**src/rtl/ahb_arbiter_if.sv**
```systemverilog
// Bus-side signals shared between the AHB masters/slave and the round-robin arbiter.
// The arbiter connects through the slave modport; the requesters/slave model use master.
interface ahb_arbiter_if #(
    parameter int NUM_MASTERS = 4
);
    logic [NUM_MASTERS-1:0] HBUSREQ;
    logic [NUM_MASTERS-1:0] HLOCK;
    logic                   HREADY;
    logic [1:0]             HTRANS;
    logic [2:0]             HBURST;
    logic [NUM_MASTERS-1:0] HGRANT;
    logic [1:0]             HMASTER;
    logic                   HMASTLOCK;

    modport master (
        output HBUSREQ, HLOCK, HREADY, HTRANS, HBURST,
        input  HGRANT, HMASTER, HMASTLOCK
    );

    modport slave (
        input  HBUSREQ, HLOCK, HREADY, HTRANS, HBURST,
        output HGRANT, HMASTER, HMASTLOCK
    );
endinterface

```
**src/rtl/ahb_arbiter.sv**
```systemverilog
// Round-robin AHB arbiter: grants one of up to four masters and never re-arbitrates
// inside a fixed-length burst; HMASTER/HMASTLOCK follow the grant one accepted cycle later.
module ahb_arbiter #(
    parameter int NUM_MASTERS    = 4,
    parameter int DEFAULT_MASTER = 0
) (
    input logic         HCLK,
    input logic         HRESET,
    ahb_arbiter_if.slave bus
);
    localparam logic [1:0] PARK  = 2'd0;
    localparam logic [1:0] OWN   = 2'd1;
    localparam logic [1:0] BURST = 2'd2;

    localparam logic [1:0] TR_IDLE   = 2'd0;
    localparam logic [1:0] TR_NONSEQ = 2'd2;
    localparam logic [1:0] TR_SEQ    = 2'd3;

    localparam logic [1:0]             DEF_IDX  = 2'(DEFAULT_MASTER);
    localparam logic [NUM_MASTERS-1:0] ONE_HOT1 = {{(NUM_MASTERS-1){1'b0}}, 1'b1};

    logic [1:0]             state_q, state_d;
    logic [4:0]             cnt_q, cnt_d;
    logic [1:0]             grantIdx_q, grantIdx_d;
    logic [NUM_MASTERS-1:0] grant_q, grant_d;
    logic [1:0]             master_q;
    logic                   mastLock_q;

    logic [4:0] burstLen;
    logic       nonSeqAcc, startBurst, arbPoint;
    logic       ownerReq, ownerLock, winnerFound;
    logic [1:0] winnerIdx;
    logic [2:0] candSum;
    logic [1:0] cand;

    always_comb begin
        burstLen = 5'd16;
        case (bus.HBURST)
            3'd0, 3'd1: burstLen = 5'd1;
            3'd2, 3'd3: burstLen = 5'd4;
            3'd4, 3'd5: burstLen = 5'd8;
            default:    burstLen = 5'd16;
        endcase
    end

    assign ownerReq   = bus.HBUSREQ[grantIdx_q];
    assign ownerLock  = bus.HLOCK[grantIdx_q];
    assign nonSeqAcc  = bus.HREADY && (bus.HTRANS == TR_NONSEQ);
    assign startBurst = nonSeqAcc && (burstLen != 5'd1);

    // Walk from owner+N down to owner+1 so the nearest requester after the owner wins last.
    always_comb begin
        winnerFound = 1'b0;
        winnerIdx   = DEF_IDX;
        candSum     = '0;
        cand        = '0;
        for (int i = NUM_MASTERS; i >= 1; i--) begin
            candSum = {1'b0, grantIdx_q} + 3'(i);
            if (candSum >= 3'(NUM_MASTERS)) candSum = candSum - 3'(NUM_MASTERS);
            cand = candSum[1:0];
            if (bus.HBUSREQ[cand]) begin
                winnerFound = 1'b1;
                winnerIdx   = cand;
            end
        end
    end

    always_comb begin
        arbPoint = 1'b0;
        case (state_q)
            PARK:    arbPoint = !startBurst;
            OWN:     arbPoint = !startBurst &&
                                (!ownerReq || (bus.HTRANS == TR_IDLE) || nonSeqAcc);
            BURST:   arbPoint = ((bus.HTRANS == TR_SEQ) && (cnt_q == 5'd1)) ||
                                (bus.HTRANS == TR_IDLE);
            default: arbPoint = 1'b1;
        endcase
        arbPoint = arbPoint && bus.HREADY;
    end

    always_comb begin
        cnt_d      = cnt_q;
        state_d    = state_q;
        grantIdx_d = grantIdx_q;
        if (bus.HREADY) begin
            if (bus.HTRANS == TR_NONSEQ) begin
                cnt_d = burstLen - 5'd1;
            end else if (state_q == BURST) begin
                if (bus.HTRANS == TR_SEQ)       cnt_d = cnt_q - 5'd1;
                else if (bus.HTRANS == TR_IDLE) cnt_d = 5'd0;
            end

            if (startBurst) begin
                state_d = BURST;
            end else if (arbPoint) begin
                state_d = (ownerLock || winnerFound) ? OWN : PARK;
            end else if ((state_q == BURST) && (cnt_d == 5'd0)) begin
                state_d = OWN;
            end

            if (arbPoint && !ownerLock) grantIdx_d = winnerFound ? winnerIdx : DEF_IDX;
        end
        grant_d = ONE_HOT1 << grantIdx_d;
    end

    always_ff @(posedge HCLK or posedge HRESET) begin
        if (HRESET) begin
            state_q    <= PARK;
            cnt_q      <= 5'd0;
            grantIdx_q <= DEF_IDX;
            grant_q    <= ONE_HOT1 << DEF_IDX;
            master_q   <= DEF_IDX;
            mastLock_q <= 1'b0;
        end else begin
            state_q    <= state_d;
            cnt_q      <= cnt_d;
            grantIdx_q <= grantIdx_d;
            grant_q    <= grant_d;
            if (bus.HREADY) begin
                master_q   <= grantIdx_q;
                mastLock_q <= bus.HLOCK[grantIdx_q];
            end
        end
    end

    assign bus.HGRANT    = grant_q;
    assign bus.HMASTER   = master_q;
    assign bus.HMASTLOCK = mastLock_q;
endmodule

```
**src/flat_wrapper.sv**
```systemverilog
// flat-port wrapper written by rule: the top's interface ports become plain ports
module ahb_arbiter_flat 
#(
    parameter int NUM_MASTERS    = 4,
    parameter int DEFAULT_MASTER = 0
)
  (HCLK, HRESET, bus_HBUSREQ, bus_HLOCK, bus_HREADY, bus_HTRANS, bus_HBURST, bus_HGRANT, bus_HMASTER, bus_HMASTLOCK);
  ahb_arbiter_if #(.NUM_MASTERS(NUM_MASTERS)) bus_i ();
  input logic HCLK;
  input logic HRESET;
  input wire logic [$bits(bus_i.HBUSREQ)-1:0] bus_HBUSREQ;
  input wire logic [$bits(bus_i.HLOCK)-1:0] bus_HLOCK;
  input wire logic [$bits(bus_i.HREADY)-1:0] bus_HREADY;
  input wire logic [$bits(bus_i.HTRANS)-1:0] bus_HTRANS;
  input wire logic [$bits(bus_i.HBURST)-1:0] bus_HBURST;
  output wire logic [$bits(bus_i.HGRANT)-1:0] bus_HGRANT;
  output wire logic [$bits(bus_i.HMASTER)-1:0] bus_HMASTER;
  output wire logic [$bits(bus_i.HMASTLOCK)-1:0] bus_HMASTLOCK;
  assign bus_i.HBUSREQ = bus_HBUSREQ;
  assign bus_i.HLOCK = bus_HLOCK;
  assign bus_i.HREADY = bus_HREADY;
  assign bus_i.HTRANS = bus_HTRANS;
  assign bus_i.HBURST = bus_HBURST;
  assign bus_HGRANT = bus_i.HGRANT;
  assign bus_HMASTER = bus_i.HMASTER;
  assign bus_HMASTLOCK = bus_i.HMASTLOCK;
  ahb_arbiter #(.NUM_MASTERS(NUM_MASTERS), .DEFAULT_MASTER(DEFAULT_MASTER)) u_core (.HCLK(HCLK), .HRESET(HRESET), .bus(bus_i));
endmodule
```
**config.mk**
```make
export PLATFORM = sky130hd
export DESIGN_NAME = ahb_arbiter_flat
export DESIGN_NICKNAME = d
export VERILOG_FILES = /design/src/rtl/ahb_arbiter_if.sv /design/src/rtl/ahb_arbiter.sv /design/src/flat_wrapper.sv
export SDC_FILE = /design/constraint.sdc
export NUM_CORES = 1
export LEC_CHECK = 0
export ABC_AREA = 1
export BUFFER_PORTS_ARGS = -buffer_cell sky130_fd_sc_hd__buf_2
export CAP_MARGIN = 0
export CORE_ASPECT_RATIO = 0.9
export CORE_UTILIZATION = 50
export DETAILED_ROUTE_END_ITERATION = 10
export PLACE_DENSITY = 0.81
export SYNTH_ARGS = -nofsm -noshare
export SYNTH_HDL_FRONTEND = slang
export SYNTH_SLANG_ARGS = --single-unit
```
**constraint.sdc**
```tcl
create_clock -name HCLK -period 1.5 [get_ports HCLK]
set_input_delay 0.15 -clock HCLK [delete_from_list [all_inputs] [get_ports HCLK]]
set_output_delay 0.15 -clock HCLK [all_outputs]
set_load 0.02 [all_outputs]
```
==> flow_summary.toml <==
[run_status]
status = "finished, violations left"
violations = "negative setup slack"

[finish]
area_delta_synth_final_pct = 35.7
mostFrequentLayoutCell = "nand2_1"
fin_util_pct = 72.8
post_route_cells_drive_above_1_share_pct = 35.3
stdcell_count = 297
nets = 289
final_area_um2 = 1830
final_cell_mix = "nand2_1, inv_1, buf_4, nand3_1, buf_2"
diodes = 0

[critical_path]
crit_buf_inv = 2
crit_path_cell_trace = "buf_6 -> nand3_1 -> nand4_1 -> nor2_4 -> nand3_1 -> nand2_2 -> nand2_2 -> nand2_1 -> inv_1"
rrSetupSlack_ns = -0.15
crit_type = "register to register"
r2r-end = "u_core.bus.HGRANT[2]"
cp_data_arrival_time_ns = 1.85
cp_max_fo = 5
cp_slowest_stage_delay_ns = 0.46
crit_required_ns = 1.70
cp_slowest_cell = "dfrtp_2"
cp-start-kind = "register"
crit_path_end_kind = "register"
critical-path-top-delay-family = "simple AND/OR/NAND/NOR gates"
timing.rr.start = "u_core.grantIdx_q[0]"
r2r_cells = 9

[timing]
rsz0062_at_grt = "yes"
timing.final.crit_share_pct = 110
finalHoldViolCount = 0
skew_ns = 0.00164
drv_slew = 0
period_needed_ns = 1.65
setup_viol = 8
relSlewSlack_pct = 60.7
fmax_mhz = 605
finalWorstSetupSlack_ns = -0.152
tightest_slew_ns = 0.589

[synth]
synth_area_leaders = "dfrtp_1, nand2_1, nand3_1"
ys.flop_type = "dfrtp_1"
netlist-cell-type-count = 26
synth_top_family_by_area = "simple AND/OR/NAND/NOR gates"
synth_xor_area_share_pct = 0
synth-compound-area-share_pct = 6.97
synth-simple-area-share_pct = 48.5
synthesis.instances = 220
avgSynthCellArea_um2 = 6.12
yosysSeqAreaShare_pct = 29.8
synthAdderAreaFrac_pct = 2.79
yosysTopAreaCell = "dfrtp_1"
ys_async_sr_fraction_pct = 100
syn_area_um2 = 1350
synth_seq_cells = 16
yosys_warnings = 0
muxShareOfSynthArea_pct = 0
synth_nets = 239
synth_top_area_share_pct = 27.9
synth_edf_count = 0

[placement]
io_buffers = 21
dp_slack_ns = -0.0940
dp_hpwl_mm = 2.29
routabilityCongestion = 0.871
placed_area_um2 = 1580
place_inst = 282

[route]
drt_wl_total_mm = 3.52
drt-pass1-iter-count = 5
via_per_inst = 5.21
drc = 0
met3_length_um = 181
top_layer = "met4"
met1_length_mm = 1.53
vias = 1548
ant_nets = 0
drt-initial-drc-count = 54
avgRoutedWirePerCell_um = 11.8
wl_met2_mm = 1.76

[pwr]
power.total_w = 0.00290
p_leak_nw = 1.03
p_per_area_nw_per_um2 = 1590
p_sw_w = 0.00141
combPwrFrac_pct = 65.6
vdd_ir_drop_max_mv = 1.50
pwr-share-clk_pct = 10.3
swShare_pct = 48.7
seq_power_share_pct = 24.1
intPower_w = 0.00149

[floorplanning]
fp-row-count = 17
die_area_um2 = 2900
start_util_pct = 53.6
ioPinCount = 23
die_y_um = 51.2
die_x_um = 56.7
core_area_um2 = 2510

[global_route]
grt_max_degree = 17
grt.total_usage_pct = 25.0
grt_pass1_wl_mm = 5.51
grt_pass1_vias = 1363
antenna_found_initial = 0
grt_overflow_total = 0

[min_path]
hold_class = "input pin to register"
min_from = "bus_HTRANS[0]"
min_path_cells = 4
min_to = "u_core.state_q[1]"

[clock_tree]
clkLatencyLatePin_ns = 0.30
root_buffer = "clkbuf_4"
h-tree-depth = 1
cts.path.max_buffers = 2
cts.sinks = 16
clk_pin_slew_ns = 0.10
cts_tree = "done"
cts_buffers = 3

[flow_run]
drv_cap = 0
==> stage by stage <==
step	hold slack [ns]	TNS (ns)
after floorplan	0.0630	0
after global placement	0.238	-0.256
after detailed placement	0.241	-0.415
after CTS	0.207	-0.176
after global routing	0.278	-1.46
final	0.265	-0.833
==> synth_stat cells (3+ instances only) <==
library cell	number
inv_1	30
dfrtp_1	15
nor2_1	19
ha_1	3
nand3_1	28
o21ai_0	8
nand2_1	85
a21oi_1	4
nand2_2	5
==> cell families (layout without fill, tap and decap cells) <==
| group | count (synthesis) | after routing |
|---|---|---|
| buf+inv | 37 | 86 |
| compound gates | 17 | 17 |
| flops | 16 | 16 |
| fa+ha+maj | 3 | 3 |
| simple gates | 147 | 147 |
==> metal layers <==
layer	vias up	track usage, %
met5	-	0
met4	0	12.1
met3	6	3.29
met2	46	42.9
met1	713	31.4
li1	783	-
==> final cells by class <==
| class | count | area, µm² |
|---|---|---|
| multi-input cells | 167 | 891 |
| fillers | 206 | 683 |
| flip-flops and latches | 16 | 404 |
| repair buffers | 49 | 329 |
| inverters | 33 | 131 |
| clock buffers | 4 | 36.3 |
| well taps | 28 | 35.0 |
==> worst min-delay path: cells and delay by family <==
family	cells	cell delay, ns
buffers and inverters	1	0.13
AND/OR/NAND/NOR	3	0.25
==> state kept, by name (all words and copies together) (netlist names) <==
signal,flops
u_core.bus.HGRANT,4
u_core.bus.HMASTER,2
u_core.bus.HMASTLOCK,1
u_core.cnt_q,5
u_core.grantIdx_q,2
u_core.state_q,2
==> what timing repair did <==
action,in CTS,in global routing
setup endpoints to repair,7,11
pin swaps,6,16
endpoints found under the hold margin,15,0
hold buffers,1,0
resized for setup,22,17
gates cloned,1,0
setup buffers,5,4
==> power by group through the flow <==
| stage | logic [W] | registers, W | clock network, W |
|---|---|---|---|
| floorplan | 0.00107 | 0.000756 | 0 |
| global route | 0.00210 | 0.000715 | 0.000317 |
| global placement | 0.00152 | 0.000680 | 0 |
| detailed placement | 0.00155 | 0.000682 | 0 |
| CTS | 0.00174 | 0.000695 | 0.000299 |
| finish | 0.00191 | 0.000699 | 0.000299 |
==> how the worst max path moves through the flow <==
stage                               from                    to  slack (ns)  cells past startpoint
floorplan                u_core.cnt_q[0]     u_core.state_q[0]        0.06                     13
global placement         u_core.cnt_q[0]     u_core.state_q[0]       -0.04                     13
detailed placement       u_core.cnt_q[0]     u_core.state_q[1]       -0.09                     11
CTS                      u_core.cnt_q[0]     u_core.state_q[0]       -0.07                     11
global route             u_core.cnt_q[1]     u_core.state_q[0]       -0.22                     12
finish              u_core.grantIdx_q[0]  u_core.bus.HGRANT[2]       -0.15                      9
Note: power is estimated with default switching activity, not from simulation.
